File: config.mk
export PLATFORM = sky130hd
export DESIGN_NAME = lc3_mem_if
export DESIGN_NICKNAME = d
export VERILOG_FILES = /design/src/rtl/lc3_mem_if.sv
export SDC_FILE = /design/constraint.sdc
export NUM_CORES = 1
export LEC_CHECK = 0
export BUFFER_PORTS_ARGS = -buffer_cell sky130_fd_sc_hd__buf_2
export CORE_MARGIN = 5
export CORE_UTILIZATION = 45
export DETAILED_ROUTE_END_ITERATION = 6
export PLACE_DENSITY = 0.74
export SYNTH_ARGS = -nofsm -noshare
export SYNTH_HDL_FRONTEND = slang
export SYNTH_SLANG_ARGS = --single-unit
File: constraint.sdc
create_clock -name clk -period 5.6 [get_ports clk]
set_input_delay 0.56 -clock clk [delete_from_list [all_inputs] [get_ports clk]]
set_output_delay 0.56 -clock clk [all_outputs]
set_load 0.02 [all_outputs]
File: src/rtl/lc3_mem_if.sv
// lc3_mem_if: LC-3 MAR/MDR owner, external memory handshake and keyboard/display registers
module lc3_mem_if #(
    parameter int MEM_TIMEOUT = 255
) (
    input  logic        clk,
    input  logic        rst,
    input  logic [15:0] bus_in,
    input  logic        ld_mar,
    input  logic        ld_mdr,
    input  logic        mio_en,
    input  logic        r_w,
    output logic [15:0] mdr,
    output logic [15:0] mar,
    output logic        mem_r,
    output logic        mem_req,
    output logic        mem_we,
    output logic [15:0] mem_addr,
    output logic [15:0] mem_wdata,
    input  logic [15:0] mem_rdata,
    input  logic        mem_ready,
    output logic        mem_err,
    input  logic        kb_strobe,
    input  logic [7:0]  kb_data,
    output logic        kb_irq,
    output logic        disp_valid,
    output logic [7:0]  disp_data,
    input  logic        disp_ack
);
    typedef enum logic [1:0] {IDLE, ACCESS, DONE} state_t;
    state_t state, state_n;
    logic [15:0] addr_q, cnt, dev_rdata;
    logic [7:0] kbdr;
    logic kb_rdy, kb_ie, dsr_rdy;
    logic is_kbsr, is_kbdr, is_dsr, is_ddr, is_dev;
    logic in_acc, dev_acc, dev_rd, dev_wr, tmo, ddr_go, rd_load;

    assign is_kbsr   = mar == 16'hFE00;
    assign is_kbdr   = mar == 16'hFE02;
    assign is_dsr    = mar == 16'hFE04;
    assign is_ddr    = mar == 16'hFE06;
    assign is_dev    = is_kbsr | is_kbdr | is_dsr | is_ddr;
    assign in_acc    = state == ACCESS;
    assign dev_acc   = state == IDLE && mio_en && is_dev;
    assign dev_rd    = dev_acc && !r_w;
    assign dev_wr    = dev_acc && r_w;
    assign tmo       = in_acc && !mem_ready && MEM_TIMEOUT > 0 && cnt == 16'(MEM_TIMEOUT - 1);
    assign ddr_go    = dev_wr && is_ddr && dsr_rdy;
    assign rd_load   = ld_mdr && mio_en && !r_w;
    assign dev_rdata = is_kbsr ? {kb_rdy, kb_ie, 14'h0} : is_kbdr ? {8'h00, kbdr} : is_dsr ? {dsr_rdy, 15'h0} : 16'h0;
    assign mem_r     = state == DONE;
    assign mem_req   = in_acc;
    assign mem_we    = in_acc && r_w;
    assign mem_addr  = in_acc ? addr_q : mar;
    assign mem_wdata = mdr;
    assign kb_irq    = kb_rdy && kb_ie;

    // device hits finish on the sampling edge; memory waits for ready or timeout
    always_comb begin
        state_n = state == IDLE ? (mio_en ? (is_dev ? DONE : ACCESS) : IDLE) :
                  in_acc ? ((mem_ready || tmo) ? DONE : ACCESS) : IDLE;
    end

    // FSM state, ACCESS cycle counter and the address frozen for the access
    always_ff @(posedge clk or negedge rst) begin
        if (!rst) begin
            state  <= IDLE;
            cnt    <= '0;
            addr_q <= '0;
        end else begin
            state  <= state_n;
            cnt    <= in_acc ? cnt + 16'd1 : '0;
            addr_q <= in_acc ? addr_q : mar;
        end
    end

    // MAR, MDR and the sticky timeout flag
    always_ff @(posedge clk or negedge rst) begin
        if (!rst) begin
            mar     <= '0;
            mdr     <= '0;
            mem_err <= 1'b0;
        end else begin
            mar     <= ld_mar ? bus_in : mar;
            mdr     <= (ld_mdr && !mio_en) ? bus_in :
                       (rd_load && dev_acc) ? dev_rdata :
                       (rd_load && in_acc && mem_ready) ? mem_rdata :
                       (rd_load && tmo) ? 16'hDEAD : mdr;
            mem_err <= mem_err || tmo;
        end
    end

    // keyboard status/data and display status/data registers
    always_ff @(posedge clk or negedge rst) begin
        if (!rst) begin
            kbdr       <= '0;
            kb_rdy     <= 1'b0;
            kb_ie      <= 1'b0;
            dsr_rdy    <= 1'b1;
            disp_valid <= 1'b0;
            disp_data  <= '0;
        end else begin
            kbdr       <= kb_strobe ? kb_data : kbdr;
            kb_rdy     <= kb_strobe || (kb_rdy && !(dev_rd && is_kbdr));
            kb_ie      <= (dev_wr && is_kbsr) ? mdr[14] : kb_ie;
            dsr_rdy    <= !ddr_go && (dsr_rdy || disp_ack);
            disp_valid <= ddr_go;
            disp_data  <= ddr_go ? mdr[7:0] : disp_data;
        end
    end
endmodule

==> metrics.yaml, run 1 <==
cts:
  cts.clk_slew.worst_paths_ps: 90
  clkLatencyLatePin_ps: 360
  root_buffer: "clkbuf_8"
  cts_tree: "yes"
  holdBufCountCts: 0
  numCtsBuffers: 9
  post-cts-setup-buffers: 0
  h-tree-depth: 3
  clockBufferDepth: 2
  cts_resized: 0
  cts.sinks: 87
placement:
  hpwl_um: 7500
  place_area_um2: 4560
  buffer_ports.inserted: 126
  gp_congestion: 0.883
floorplanning:
  ios: 127
  rows: 34
  dieArea_um2: 10800
  core_um2: 8640
  die_h_um: 104
  die-width_um: 104
  initial_core_util_pct: 45.8
cells_and_area:
  area.growth.synth_to_final_pct: 19.6
  final_cell_mix: "buf_2 (125), dfrtp_1 (86), nand2_1 (60)"
  final_common_cell: "buf_2"
  layout-drive-gt1-share_pct: 38.5
  multi_input_area_um2: 1560
  diodes: 0
  fin_area_um2: 4730
  fillers: 783
  num-nets-final: 522
  sequential_cell_area_um2: 2180
timing:
  setup_tns_ps: 0
  final-hold-violation-count: 0
  post-route-period-util_pct: 51.9
  fin_worst_skew_ps: 14.4
  fmax_mhz: 344
  rsz0062_at_grt: "false"
  setup-violations-final: 0
  relSlewSlack_pct: 26.9
  fin_crit_ps: 2900
  tightest_slew_ps: 1100
  maxSlewViolCount: 0
routing:
  wire_per_inst_um: 17.1
  drtPass1Iterations: 5
  drt-total-wl_um: 9960
  drt-vias-per-instance: 5.34
  first_iter_violations: 206
  ant_nets: 0
  vias: 3115
  drcViolationCount: 0
critical_path:
  cp.arrival_ps: 3150
  slowest_stage: "nor4_2"
  cp-start-kind: "flip-flop"
  worstPathMaxFanout: 11
  max_stage_delay_ps: 800
  path_buf_inv: 0
  crit_chain: "or4b_2, nor4_2, and2_1, nor3_1, a221o_1"
  crit_path_start: "mar[8]"
  end_kind: "flip-flop"
  critPathKind: "flip-flop to flip-flop"
  r2r-start: "mar[8]"
  crit_family: "simple AND/OR/NAND/NOR gates"
  crit_required_ps: 5850
run_status:
  status: "finished clean"
yosys:
  syn-cell-area_um2: 3960
  ys_seq_area_share_pct: 55.1
  synth_cell_types: 46
  synth_edf_count: 0
  yosysWarnings: 0
  synthCells: 362
  syn_nets: 413
  synth-main-ff-cell: "dfrtp_1"
  synth_area_per_cell_um2: 10.9
  ys_ff_latch: 87
  async_flop_share_pct: 100
global_route:
  grt_pass1_vias: 3105
  grt_pass1_wl_um: 16100
  grt_remaining_overflow: 0
  antenna_found_initial: 0
  grt.total_usage_pct: 18.5
  grt_max_degree: 88
min_path:
  hp-class: "primary input to async pin"
power:
  power_leakage_uw: 0.00236
  peakVddDrop_mv: 0.126
  power_density_nw_per_um2: 331
job:
  maxCapViolCount: 0
==> state kept, by name (all words and copies together), names as in the netlist, 2 cells and up <==
signal and flops:
disp_data 8, state 2, mar 16, mdr 16, addr_q 16, kbdr 8
cnt 16
==> cells by family after synthesis <==
logic type                 count (synthesis)  share of synthesized area, %
and+or+nand+nor                          140                          17.8
DFF                                       87                          55.1
AOI/OAI and AO/OA                         46                          8.67
buffers and inverters                     41                          5.54
muxes                                     34                          9.65
xor gates and xnor gates                  12                          2.66
adders and majority gates                  2                         0.633
==> final cells by class <==
type                       count  area share [%]
clock buffer                   9            2.62
timing repair buffer         128            13.7
tap                          108            2.86
multi-input combinational    234            32.9
sequential                    87            46.0
clock inverter                 6           0.979
inverter                      11           0.873
==> worst reg2reg max path, delay by kind of cell, from the launching register on <==
kind / cells / cell delay (ps)
flip-flops: 1 / 420
AO/OA/AOI/OAI: 1 / 360
AND/OR/NAND/NOR: 4 / 2030
==> Yosys cell counts, types with 2 or more instances <==
library cell | instances | area, µm²
ha_1 | 2 | 25.0
nand2_1 | 60 | 225
or4b_2 | 3 | 30.0
and2_1 | 3 | 18.8
mux2_2 | 33 | 372
xor2_1 | 10 | 87.6
a21o_1 | 5 | 37.5
dfrtp_1 | 86 | 2150
xnor2_1 | 2 | 17.5
a21oi_1 | 6 | 30.0
buf_1 | 2 | 7.51
nor2_1 | 25 | 93.8
a2bb2oi_1 | 5 | 43.8
inv_1 | 10 | 37.5
o211ai_1 | 4 | 30.0
a211oi_1 | 3 | 22.5
clkbuf_1 | 10 | 37.5
or3_1 | 4 | 25.0
and3_1 | 2 | 12.5
a22oi_1 | 6 | 45.0
o21ai_0 | 5 | 25.0
a221o_1 | 5 | 50.1
nand3_1 | 11 | 55.1
and4_1 | 3 | 26.3
nor3_1 | 5 | 25.0
o2bb2ai_1 | 3 | 26.3
nor2b_1 | 2 | 12.5
nand2b_1 | 3 | 18.8
buf_4 | 17 | 128
nand4_1 | 9 | 56.3
nand3b_1 | 3 | 22.5
==> metal layers <==
| layer | GRT usage, % | vias up | wire [µm] |
|---|---|---|---|
| met5 | 0 | - | 0 |
| met4 | 7.77 | 0 | 227 |
| met3 | 5.22 | 19 | 477 |
| met1 | 23.7 | 1539 | 4320 |
| li1 | - | 1467 | - |
| met2 | 29.6 | 90 | 4930 |
==> stage by stage <==
step | utilization, % | worst slack, ps | cells | total power (µW) | hold WS [ps]
after global placement | 52.8 | 2760 | 568 | 1180 | 436
after global routing | 54.8 | 2520 | 583 | 1650 | 415
after floorplan | - | 3250 | 362 | 1040 | 264
after detailed placement | 52.8 | 2730 | 568 | 1190 | 453
final | 54.8 | 2700 | 583 | 1560 | 403
after CTS | 54.8 | 2730 | 583 | 1580 | 419
==> final timing paths <==
path	slack, ps	cells past startpoint	to
min	400	1	cnt[4]
min in group clk	430	3	mdr[8]
max	2700	5	mdr[0]
min reg2reg	470	2	addr_q[4]
max reg2reg	2700	5	mdr[0]
max in group asynchronous	4490	1	kbdr[3]
==> report_power, final <==
group	switching, µW	total (µW)	internal, µW
clock network	231	392	161
logic	274	412	138
registers	53.9	761	707
total	559	1560	1010
(Power assumes the default switching activity.)
==> inputs of run 2 (changes only) <==
ABC_AREA = 1   (was not set)
PLACE_DENSITY = 0.76   (was 0.74)
clock period = 2.4 ns   (was 5.6 ns; I/O delays follow)
==> metrics.yaml, run 2 <==
cells_and_area:
  diodes: 0  # unchanged
  multi_input_area_um2: 1690  # +8.5%
  final_common_cell: "nand2_1"
  utilization_pct: 55.6  # +0.78 points
  fillers: 918  # +17%
  area.growth.synth_to_final_pct: 20.2
  final_cell_mix: "nand2_1 (135), buf_2 (125), dfrtp_1 (86)"
  fin_area_um2: 5160  # +9.0%
  layout-drive-gt1-share_pct: 30.1  # -8.5 points
  sequential_cell_area_um2: 2180  # unchanged
  num-nets-final: 688  # +32%
floorplanning:
  die-width_um: 108  # +3.8%
  ios: 127  # unchanged
  rows: 35  # +2.9%
  core_um2: 9280  # +7.5%
  die_h_um: 108  # +3.8%
  dieArea_um2: 11600  # +7.7%
  initial_core_util_pct: 46.2  # +0.43 points
critical_path:
  crit_family: "buffers and inverters"
  critPathKind: "flip-flop to primary output"
  worstPathMaxFanout: 42  # +31
  r2r-start: "state[0]"
  crit_path_start: "state[1]"
  path_buf_inv: 4  # +4
  cp.arrival_ps: 1990  # -1160 ps
  cp-start-kind: "flip-flop"
  crit_chain: "inv_2, nand2_1, inv_2, buf_6, nand2_1, o21ai_0, buf_2"
  crit_required_ps: 2160  # -3690 ps
  end_kind: "primary output"
  max_stage_delay_ps: 410  # -390 ps
  slowest_stage: "dfrtp_1"
cts:
  clkLatencyLatePin_ps: 360  # about the same
  numCtsBuffers: 9  # unchanged
  h-tree-depth: 3  # unchanged
  cts.clk_slew.worst_paths_ps: 90  # about the same
  clockBufferDepth: 2  # unchanged
  root_buffer: "clkbuf_8"
  cts.sinks: 87  # unchanged
  cts_tree: "yes"
power:
  power_leakage_uw: 0.00271  # +15%
  power_density_nw_per_um2: 745  # +130%
  power_uw: 3840  # +150%
  peakVddDrop_mv: 0.439  # +250%
min_path:
  hold_path.startpoint: "kb_data[1]"
  hp-class: "primary input to flip-flop"
yosys:
  ys_top_cells_by_count: "nand2_1 (135), dfrtp_1 (86), nor2_1 (55)"
  ys_seq_area_share_pct: 50.8  # -4.3 points
  synth_edf_count: 0  # unchanged
  synth_compound_area_share_pct: 9.10  # +0.43 points
  synth_fa_ha_area_share_pct: 0.583  # -0.050 points
  synth_cell_types: 34  # -26%
  syn_nets: 577  # +40%
  synth_area_leaders: "dfrtp_1 (50%), nand2_1 (12%), o21ai_0 (5.8%), nor2_1 (4.8%), inv_1 (4.4%)"
  synth_top_cell_area_share_pct: 50.1  # -4.3 points
  yosysWarnings: 0  # unchanged
  muxShareOfSynthArea_pct: 0  # -9.6 points
  synthCells: 526  # +45%
  synth_area_per_cell_um2: 8.16  # -25%
  synth_xor_area_share_pct: 0.204  # -2.5 points
  synth_area_leader_cell: "dfrtp_1"
  syn-cell-area_um2: 4290  # +8.5%
  async_flop_share_pct: 100  # unchanged
  synth_top_family_by_area: "simple AND/OR/NAND/NOR gates"
  yosysMostFrequentCell: "nand2_1"
  ys_ff_latch: 87  # unchanged
  synth-main-ff-cell: "dfrtp_1"
  synth-simple-area-share_pct: 29.5  # +12 points
placement:
  buffer_ports.inserted: 126  # unchanged
  place_area_um2: 4940  # +8.3%
  hpwl_um: 8980  # +20%
  gp_congestion: 0.863  # -2.3%
  pre_cts_ws_ps: 419  # -2310 ps
routing:
  ant_nets: 0  # unchanged
  drtPass1Iterations: 4  # -1
  wire_per_inst_um: 15.1  # -12%
  vias: 3803  # +22%
  drt-vias-per-instance: 4.93  # -7.7%
  first_iter_violations: 216  # +4.9%
  drt-total-wl_um: 11600  # +17%
  drcViolationCount: 0  # unchanged
global_route:
  grt.total_usage_pct: 20.4  # +1.9 points
  grt_max_degree: 56  # -36%
  antenna_found_initial: 1  # +1
  grt_pass1_wl_um: 18800  # +17%
  grt_pass1_vias: 3929  # +27%
  grt_remaining_overflow: 0  # unchanged
timing:
  post-route-period-util_pct: 93.0
  tightest_slew_ps: 712  # -384 ps
  relSlewSlack_pct: 52.5  # +26 points
  rsz0062_at_grt: "false"
  fin_worst_skew_ps: 13.0  # -1.36 ps
  setup-violations-final: 0  # unchanged
  final-hold-violation-count: 0  # unchanged
  maxSlewViolCount: 0  # unchanged
  fin_crit_ps: 2230
  fmax_mhz: 448
  setup_tns_ps: 0  # unchanged
  layout_setup_ws_ps: 167  # -2530 ps
run_status:
  status: "finished clean"
job:
  maxCapViolCount: 0  # unchanged
[run 2: stage by stage]
stage / hold slack, ps / cells
final: 93.2 / 771
after global routing: 96.8 / 771
after CTS: 87.7 / 771
after detailed placement: 343 / 754
after global placement: 335 / 754
after floorplan: -55.6 / 526
[run 2: cell type report]
cell class	count	area share, %
inverters	60	4.37
clock buffers	10	2.67
flip-flops and latches	87	42.2
clock inverters	6	1.33
well taps	129	3.13
repair buffers	132	13.5
multi-input cells	347	32.8
[run 2: where the power goes]
part           switching, µW  total [µW]  leakage (µW)  internal (µW)
registers                123        1770       0.00110           1650
logic                    700        1000       0.00151            303
clock network            551        1070      0.000108            517
[run 2: repair_timing]
item,CTS,global route
setup buffers,0,0
resized for setup,0,1
hold buffers,1,0
hold endpoints to repair,54,0
endpoints found under the setup margin,0,15
[run 2: worst paths after layout]
| kind | slack, ps | endpoint | cells after the start |
|---|---|---|---|
| worst max register to register | 390 | mdr[10] | 7 |
| worst min register to register | 480 | mem_err | 1 |
| max in group asynchronous | 1240 | dsr_rdy | 3 |
| worst max-delay path | 170 | mem_addr[3] | 7 |
| worst min-delay path | 90 | kbdr[1] | 3 |
| min in group asynchronous | 480 | cnt[13] | 2 |
[run 2: cells by family after synthesis]
logic type,count (synthesis)
and+or+nand+nor,272
buffers and inverters,92
DFF,87
AOI/OAI and AO/OA,72
adders and majority gates,2
xor gates and xnor gates,1
[run 2: tightest hold or removal path: cells and delay by family]
| kind | cells | cell delay (ps) |
|---|---|---|
| AOI/OAI and AO/OA | 1 | 60 |
| buffers and inverters | 1 | 80 |
| and+or+nand+nor | 1 | 40 |
[run 2: metal layers]
| metal | vias up | wire [µm] | share of wire (%) | GRT usage [%] |
|---|---|---|---|---|
| met3 | 15 | 689 | 5.9 | 5.22 |
| met5 | - | 11 | 0.095 | 0 |
| met2 | 124 | 5820 | 50 | 34.5 |
| met1 | 1781 | 4950 | 43 | 26.3 |
| li1 | 1881 | - | - | - |
| met4 | 2 | 147 | 1.3 | 5.05 |
